--- src/rtl/smpl_io_bridge_pkg.sv ---
// Shared constants for the SMPL core I/O bridge: address map, STATUS and ERR layouts.
package smpl_io_bridge_pkg;

  localparam int unsigned DATA_W = 16;
  localparam int unsigned ADDR_W = 13;

  localparam logic [ADDR_W-1:0] ADDR_TX_DATA = 13'h1FFC;
  localparam logic [ADDR_W-1:0] ADDR_RX_DATA = 13'h1FFD;
  localparam logic [ADDR_W-1:0] ADDR_STATUS  = 13'h1FFE;
  localparam logic [ADDR_W-1:0] ADDR_ERR     = 13'h1FFF;

  localparam int unsigned ST_TX_FULL     = 0;
  localparam int unsigned ST_TX_EMPTY    = 1;
  localparam int unsigned ST_RX_NONEMPTY = 2;
  localparam int unsigned ST_RX_FULL     = 3;
  localparam int unsigned ST_TX_CNT_LSB  = 4;
  localparam int unsigned ST_RX_CNT_LSB  = 8;
  localparam int unsigned ST_CNT_W       = 3;

  localparam int unsigned ERR_TX_OVF   = 0;
  localparam int unsigned ERR_RX_UNF   = 1;
  localparam int unsigned ERR_UNMAPPED = 2;
  localparam int unsigned ERR_W        = 3;

  // Assemble the STATUS word; unused bits read as zero.
  function automatic logic [DATA_W-1:0] pack_status(
    input logic                tx_full,
    input logic                tx_empty,
    input logic                rx_nonempty,
    input logic                rx_full,
    input logic [ST_CNT_W-1:0] tx_cnt,
    input logic [ST_CNT_W-1:0] rx_cnt
  );
    logic [DATA_W-1:0] s;
    s                               = '0;
    s[ST_TX_FULL]                   = tx_full;
    s[ST_TX_EMPTY]                  = tx_empty;
    s[ST_RX_NONEMPTY]               = rx_nonempty;
    s[ST_RX_FULL]                   = rx_full;
    s[ST_TX_CNT_LSB +: ST_CNT_W]    = tx_cnt;
    s[ST_RX_CNT_LSB +: ST_CNT_W]    = rx_cnt;
    return s;
  endfunction

endpackage

--- src/rtl/smpl_io_bridge_fifo.sv ---
// Small synchronous FIFO; push is ignored when full and pop when empty.
module smpl_fifo #(
  parameter int unsigned WIDTH = 16,
  parameter int unsigned DEPTH = 4
) (
  input  logic                           clock,
  input  logic                           reset,
  input  logic                           push_i,
  input  logic [WIDTH-1:0]               wdata_i,
  input  logic                           pop_i,
  output logic [WIDTH-1:0]               rdata_o,
  output logic                           full_o,
  output logic                           empty_o,
  output logic [$clog2(DEPTH+1)-1:0]     count_o
);

  localparam int unsigned PTR_W = (DEPTH > 1) ? $clog2(DEPTH) : 1;
  localparam int unsigned CNT_W = $clog2(DEPTH + 1);

  logic [WIDTH-1:0] mem_q [DEPTH];
  logic [PTR_W-1:0] wr_ptr_q, wr_ptr_d;
  logic [PTR_W-1:0] rd_ptr_q, rd_ptr_d;
  logic [CNT_W-1:0] count_q, count_d;
  logic             do_push, do_pop;

  function automatic logic [PTR_W-1:0] next_ptr(input logic [PTR_W-1:0] p);
    return (p == PTR_W'(DEPTH - 1)) ? '0 : p + PTR_W'(1);
  endfunction

  assign full_o  = (count_q == CNT_W'(DEPTH));
  assign empty_o = (count_q == '0);
  assign count_o = count_q;
  assign rdata_o = mem_q[rd_ptr_q];
  assign do_push = push_i & ~full_o;
  assign do_pop  = pop_i & ~empty_o;

  // Pointer and occupancy update.
  always_comb begin
    wr_ptr_d = wr_ptr_q;
    rd_ptr_d = rd_ptr_q;
    count_d  = count_q;
    if (do_push) wr_ptr_d = next_ptr(wr_ptr_q);
    if (do_pop)  rd_ptr_d = next_ptr(rd_ptr_q);
    case ({do_push, do_pop})
      2'b10:   count_d = count_q + CNT_W'(1);
      2'b01:   count_d = count_q - CNT_W'(1);
      default: count_d = count_q;
    endcase
  end

  always_ff @(posedge clock or posedge reset) begin
    if (reset) begin
      wr_ptr_q <= '0;
      rd_ptr_q <= '0;
      count_q  <= '0;
    end else begin
      wr_ptr_q <= wr_ptr_d;
      rd_ptr_q <= rd_ptr_d;
      count_q  <= count_d;
    end
  end

  // Storage needs no reset; occupancy alone defines validity.
  always_ff @(posedge clock) begin
    if (do_push) mem_q[wr_ptr_q] <= wdata_i;
  end

endmodule

--- src/rtl/smpl_io_bridge.sv ---
// Core data-port bridge: data RAM plus memory-mapped TX/RX FIFOs, STATUS and sticky ERR.
module smpl_io_bridge
  import smpl_io_bridge_pkg::*;
#(
  parameter int unsigned RAM_DEPTH  = 256,
  parameter int unsigned FIFO_DEPTH = 4
) (
  input  logic              clock,
  input  logic              reset,
  input  logic [ADDR_W-1:0] cpu_daddr,
  input  logic [DATA_W-1:0] cpu_wdata,
  input  logic              cpu_renbl,
  input  logic              cpu_wenbl,
  output logic [DATA_W-1:0] cpu_rdata,
  output logic [DATA_W-1:0] tx_data,
  output logic              tx_valid,
  input  logic              tx_ready,
  input  logic [DATA_W-1:0] rx_data,
  input  logic              rx_valid,
  output logic              rx_ready
);

  localparam int unsigned CNT_W  = $clog2(FIFO_DEPTH + 1);
  localparam int unsigned RAM_AW = (RAM_DEPTH > 1) ? $clog2(RAM_DEPTH) : 1;

  logic              wr_en, rd_en;
  logic              sel_ram, sel_tx, sel_rx, sel_status, sel_err, sel_unmapped;
  logic              tx_push, tx_pop, tx_full, tx_empty;
  logic              rx_push, rx_pop, rx_full, rx_empty;
  logic [CNT_W-1:0]  tx_count, rx_count;
  logic [DATA_W-1:0] rx_head, status_word;
  logic [ERR_W-1:0]  err_q, err_d;
  logic [DATA_W-1:0] ram_q [RAM_DEPTH];

  // A write always wins; a concurrent read is suppressed entirely.
  assign wr_en = cpu_wenbl;
  assign rd_en = cpu_renbl & ~cpu_wenbl;

  assign sel_tx       = (cpu_daddr == ADDR_TX_DATA);
  assign sel_rx       = (cpu_daddr == ADDR_RX_DATA);
  assign sel_status   = (cpu_daddr == ADDR_STATUS);
  assign sel_err      = (cpu_daddr == ADDR_ERR);
  assign sel_ram      = (32'(cpu_daddr) < RAM_DEPTH);
  assign sel_unmapped = ~(sel_ram | sel_tx | sel_rx | sel_status | sel_err);

  always_ff @(posedge clock) begin
    if (wr_en && sel_ram) ram_q[cpu_daddr[RAM_AW-1:0]] <= cpu_wdata;
  end

  assign tx_valid = ~tx_empty;
  assign tx_push  = wr_en & sel_tx & ~tx_full;
  assign tx_pop   = tx_valid & tx_ready;

  smpl_fifo #(.WIDTH(DATA_W), .DEPTH(FIFO_DEPTH)) u_tx_fifo (
    .clock   (clock),
    .reset   (reset),
    .push_i  (tx_push),
    .wdata_i (cpu_wdata),
    .pop_i   (tx_pop),
    .rdata_o (tx_data),
    .full_o  (tx_full),
    .empty_o (tx_empty),
    .count_o (tx_count)
  );

  assign rx_ready = ~rx_full;
  assign rx_push  = rx_valid & rx_ready;
  assign rx_pop   = rd_en & sel_rx & ~rx_empty;

  smpl_fifo #(.WIDTH(DATA_W), .DEPTH(FIFO_DEPTH)) u_rx_fifo (
    .clock   (clock),
    .reset   (reset),
    .push_i  (rx_push),
    .wdata_i (rx_data),
    .pop_i   (rx_pop),
    .rdata_o (rx_head),
    .full_o  (rx_full),
    .empty_o (rx_empty),
    .count_o (rx_count)
  );

  assign status_word = pack_status(tx_full, tx_empty, ~rx_empty, rx_full,
                                   ST_CNT_W'(tx_count), ST_CNT_W'(rx_count));

  // Clear is applied before new events so a coincident event keeps its flag set.
  always_comb begin
    err_d = err_q;
    if (wr_en && sel_err)                 err_d = err_q & ~cpu_wdata[ERR_W-1:0];
    if (wr_en && sel_tx && tx_full)       err_d[ERR_TX_OVF]   = 1'b1;
    if (rd_en && sel_rx && rx_empty)      err_d[ERR_RX_UNF]   = 1'b1;
    if ((wr_en || rd_en) && sel_unmapped) err_d[ERR_UNMAPPED] = 1'b1;
  end

  always_ff @(posedge clock or posedge reset) begin
    if (reset) err_q <= '0;
    else       err_q <= err_d;
  end

  // Load data mux; anything not listed (TX_DATA, unmapped, empty RX) reads zero.
  always_comb begin
    cpu_rdata = '0;
    if (rd_en) begin
      if (sel_ram)                 cpu_rdata = ram_q[cpu_daddr[RAM_AW-1:0]];
      else if (sel_rx && !rx_empty) cpu_rdata = rx_head;
      else if (sel_status)         cpu_rdata = status_word;
      else if (sel_err)            cpu_rdata = DATA_W'(err_q);
    end
  end

endmodule

--- config.mk ---
export PLATFORM = sky130hd
export DESIGN_NAME = smpl_io_bridge
export DESIGN_NICKNAME = d
export VERILOG_FILES = /design/src/rtl/smpl_io_bridge_pkg.sv /design/src/rtl/smpl_io_bridge_fifo.sv /design/src/rtl/smpl_io_bridge.sv
export SDC_FILE = /design/constraint.sdc
export NUM_CORES = 2
export LEC_CHECK = 0
export CAP_MARGIN = 0
export CORE_UTILIZATION = 47
export DETAILED_ROUTE_END_ITERATION = 10
export GPL_ROUTABILITY_DRIVEN = 0
export PLACE_DENSITY = 0.69
export SLEW_MARGIN = 15
export SYNTH_ARGS = -nofsm -noshare
export SYNTH_HDL_FRONTEND = slang
export SYNTH_HIERARCHICAL = 1
export SYNTH_MEMORY_MAX_BITS = 65536
export SYNTH_SLANG_ARGS = --single-unit
--- constraint.sdc ---
create_clock -name clock -period 4.28 [get_ports clock]
set_input_delay 0.642 -clock clock [delete_from_list [all_inputs] [get_ports clock]]
set_output_delay 0.642 -clock clock [all_outputs]
set_load 0.02 [all_outputs]
==> results.json <==
{
  "status": "finished, violations left",
  "failed_checks": "negative setup slack",
  "cts_tree": "built",
  "hpwl_mm": 288,
  "synth-main-ff-cell": "edfxtp_1",
  "finalSetupViolCount": 5,
  "totalPowerFinal_mw": 87.6,
  "maxCapViolations": 0,
  "dieArea_mm2": 0.351,
  "drc": 0,
  "rows": 216,
  "grtUsageTotal": 0.261,
  "finalInstanceArea_mm2": 0.193,
  "wl_per_cell_um": 34.5,
  "dpl-instance-area_mm2": 0.178,
  "ant_nets": 0,
  "cp-start-kind": "input port",
  "min_path_type": "in2reg",
  "clockRootBuffer": "clkbuf_16",
  "numCtsBuffers": 415,
  "drt_wl_total_mm": 462,
  "finalNetCount": 8529,
  "cts_sinks": 4241,
  "clock_path_buffers": 4,
  "slowest_stage": "nor4_2",
  "fp.coreArea_mm2": 0.346,
  "clk_pin_slew_ns": 0.07,
  "htree_levels": 5,
  "vias_per_cell": 6.37,
  "yosysTopAreaCellShare": 0.774,
  "synthArstFlopShare": 0.00401,
  "slowest_delay_ns": 0.59,
  "syn_nets": 7409,
  "post-route-period-util": 1.01,
  "ioPinCount": 85,
  "cp.arrival_ns": 3.70,
  "synth_edf_count": 4224,
  "synth_common_cells": "edfxtp_1 (4,224), mux4_2 (1,042), nor2_1 (323)",
  "avgSynthCellArea_um2": 22.3,
  "antenna_found_initial": 18,
  "die_h_um": 592,
  "drive_gt1_frac": 0.333,
  "grt_max_degree": 153,
  "fin_ws_ns": -0.0624,
  "gr-total-overflow": 0,
  "synth_area_leaders": "edfxtp_1 (77%), mux4_2 (14%), mux2i_1 (1.4%)",
  "hold_ws_ns": 0.0979,
  "start_util": 0.473,
  "hold_viol_final": 0,
  "rsz0062_at_grt": "yes",
  "yosys.cell_types.count": 82,
  "crit_path_max_fanout": 11,
  "slew_headroom": 0.124,
  "peakVddDrop_v": 0.000421,
  "die_x_um": 592,
  "grt_pass1_vias": 84200,
  "worst_pin_slew_ns": 1.31,
  "drt_iter0_drc": 13500,
  "worstPathRequired_ns": 3.64,
  "clock.fmax_mhz": 230,
  "path_cells": "buf_4 -> inv_1 -> nor4_2 -> buf_12 -> a22oi_1 -> o21ai_0 -> nor4_4 -> a211oi_4 -> buf_4 -> buf_12",
  "stdcell_count": 13400,
  "numPortBuffers": 84,
  "yosysMostFrequentCell": "edfxtp_1",
  "grt_pass1_wl_mm": 643,
  "area_growth_pct": 17.9,
  "slew_violations": 0,
  "p_per_area_mw_per_mm2": 454,
  "ys_warn_count": 6,
  "cp-end-kind": "output pin",
  "finClkSkew_ns": 0.0193,
  "num_vias": 85200,
  "syn_inst": 7344,
  "drt-pass1-iter-count": 6,
  "synth-seq-cells": 4241,
  "synth_top_area_cell": "edfxtp_1",
  "period_needed_ns": 4.34,
  "ys_seq_area_frac": 0.777,
  "cellLeakagePower_nw": 61.9,
  "insertion_delay_ns": 0.98,
  "dp.cells": 12600,
  "netlist_area_mm2": 0.164,
  "worstSetupPathType": "in2out"
}
[kinds of logic (layout without fill, tap and decap cells)]
group	Yosys count	after routing	share of synthesized area
other	0	10	0
muxes	1331	1331	0.163
DFF	4241	4241	0.777
xor gates and xnor gates	6	6	0.000321
and+or+nand+nor	829	829	0.0225
buffers and inverters	453	1907	0.0162
adders and majority gates	14	14	0.00116
AOI/OAI and AO/OA	470	470	0.0200
[report_power, final]
group / switching (mW) / internal (mW) / total (mW) / leakage (nW)
combinational: 3.27 / 2.24 / 5.51 / 17.3
sequential: 0.151 / 45.9 / 46.0 / 38.2
clock: 15.8 / 20.3 / 36.1 / 6.47
[placed cells by master (no fill, tap or decap), types with 13 or more instances in the layout]
| cell type | n |
|---|---|
| mux4_2 | 1042 |
| mux2i_1 | 231 |
| clkinvlp_4 | 26 |
| nand2_1 | 270 |
| a211oi_1 | 29 |
| clkdlybuf4s50_1 | 44 |
| clkbuf_1 | 84 |
| nand4_1 | 13 |
| inv_1 | 23 |
| nor3_1 | 17 |
| buf_4 | 814 |
| nor2_1 | 267 |
| bufinv_16 | 39 |
| clkbuf_16 | 417 |
| dfrtp_1 | 16 |
| buf_12 | 195 |
| o22ai_1 | 93 |
| a21oi_1 | 45 |
| buf_6 | 21 |
| nand3_1 | 78 |
| o21ai_0 | 35 |
| a31oi_1 | 44 |
| edfxtp_1 | 4224 |
| a32oi_1 | 42 |
| nor2_2 | 54 |
| mux2_2 | 33 |
| a22oi_1 | 48 |
| clkinv_1 | 79 |
| clkinv_2 | 76 |
| buf_16 | 19 |
| mux4_1 | 16 |
[final cells by class]
| cell class | count | area, um^2 |
|---|---|---|
| Fill cell | 25100 | 153000 |
| Sequential cell | 4241 | 127000 |
| Multi-Input combinational cell | 2650 | 34800 |
| Timing Repair Buffer | 1128 | 11900 |
| Clock buffer | 501 | 10800 |
| Tap cell | 4578 | 5730 |
| Clock inverter | 250 | 2630 |
| Inverter | 28 | 120 |
| Antenna cell | 10 | 25.0 |
[metal layers]
layer,vias up,track usage,part of all wire
met3,913,0.0563,0.12
met1,45100,0.360,0.37
met5,-,0,0.00012
met4,10,0.101,0.043
met2,5825,0.409,0.47
li1,33300,-,-
[stage by stage]
step | setup WS (ns) | util | TNS [ns]
2_1_floorplan | 0.326 | - | 0
3_3_place_gp | -0.864 | 0.515 | -6.98
3_5_place_dp | -0.857 | 0.515 | -6.87
4_1_cts | -0.0168 | 0.557 | -0.0224
5_1_grt | -0.120 | 0.557 | -0.251
6_report | -0.0624 | 0.558 | -0.133
[flip-flops by register name, indices dropped and copies added, names as in the netlist]
| signal | cells |
|---|---|
| ram_q | 4096 |
| u_rx_fifo/mem_q | 64 |
| u_tx_fifo/mem_q | 64 |
| err_q | 3 |
| u_rx_fifo/count_o | 3 |
| u_tx_fifo/count_o | 3 |
| u_rx_fifo/rd_ptr_q | 2 |
| u_rx_fifo/wr_ptr_q | 2 |
| u_tx_fifo/rd_ptr_q | 2 |
| u_tx_fifo/wr_ptr_q | 2 |
[path summary, 6_finish.rpt]
| path | start | to | slack, ns | depth (start not counted) |
|---|---|---|---|---|
| worst max-delay path | cpu_daddr[4] | cpu_rdata[5] | -0.06 | 10 |
| worst min-delay path | cpu_wdata[14] | ram_q[232][14] | 0.1 | 1 |
| worst max register to register | u_rx_fifo/count_o[0] | u_rx_fifo/count_o[2] | 1.76 | 11 |
| worst min register to register | err_q[0] | err_q[0] | 0.52 | 2 |
| max in group asynchronous | reset | u_tx_fifo/count_o[0] | 3.45 | 3 |
| min in group asynchronous | reset | err_q[0] | 0.55 | 3 |
[timing repair]
item	CTS	global route
endpoints found under the hold margin	33	0
hold buffers	2	0
buffers inserted	16	13
pin swaps	29	15
setup endpoints to repair	16	14
gates resized for setup	146	35
cloned	11	0
[critical path, delay by kind of cell]
family / cells / cell delay, ns
simple gates: 2 / 0.71
compound gates: 3 / 1.16
buf+inv: 5 / 1.13
Power figures use the tool's default switching activity.
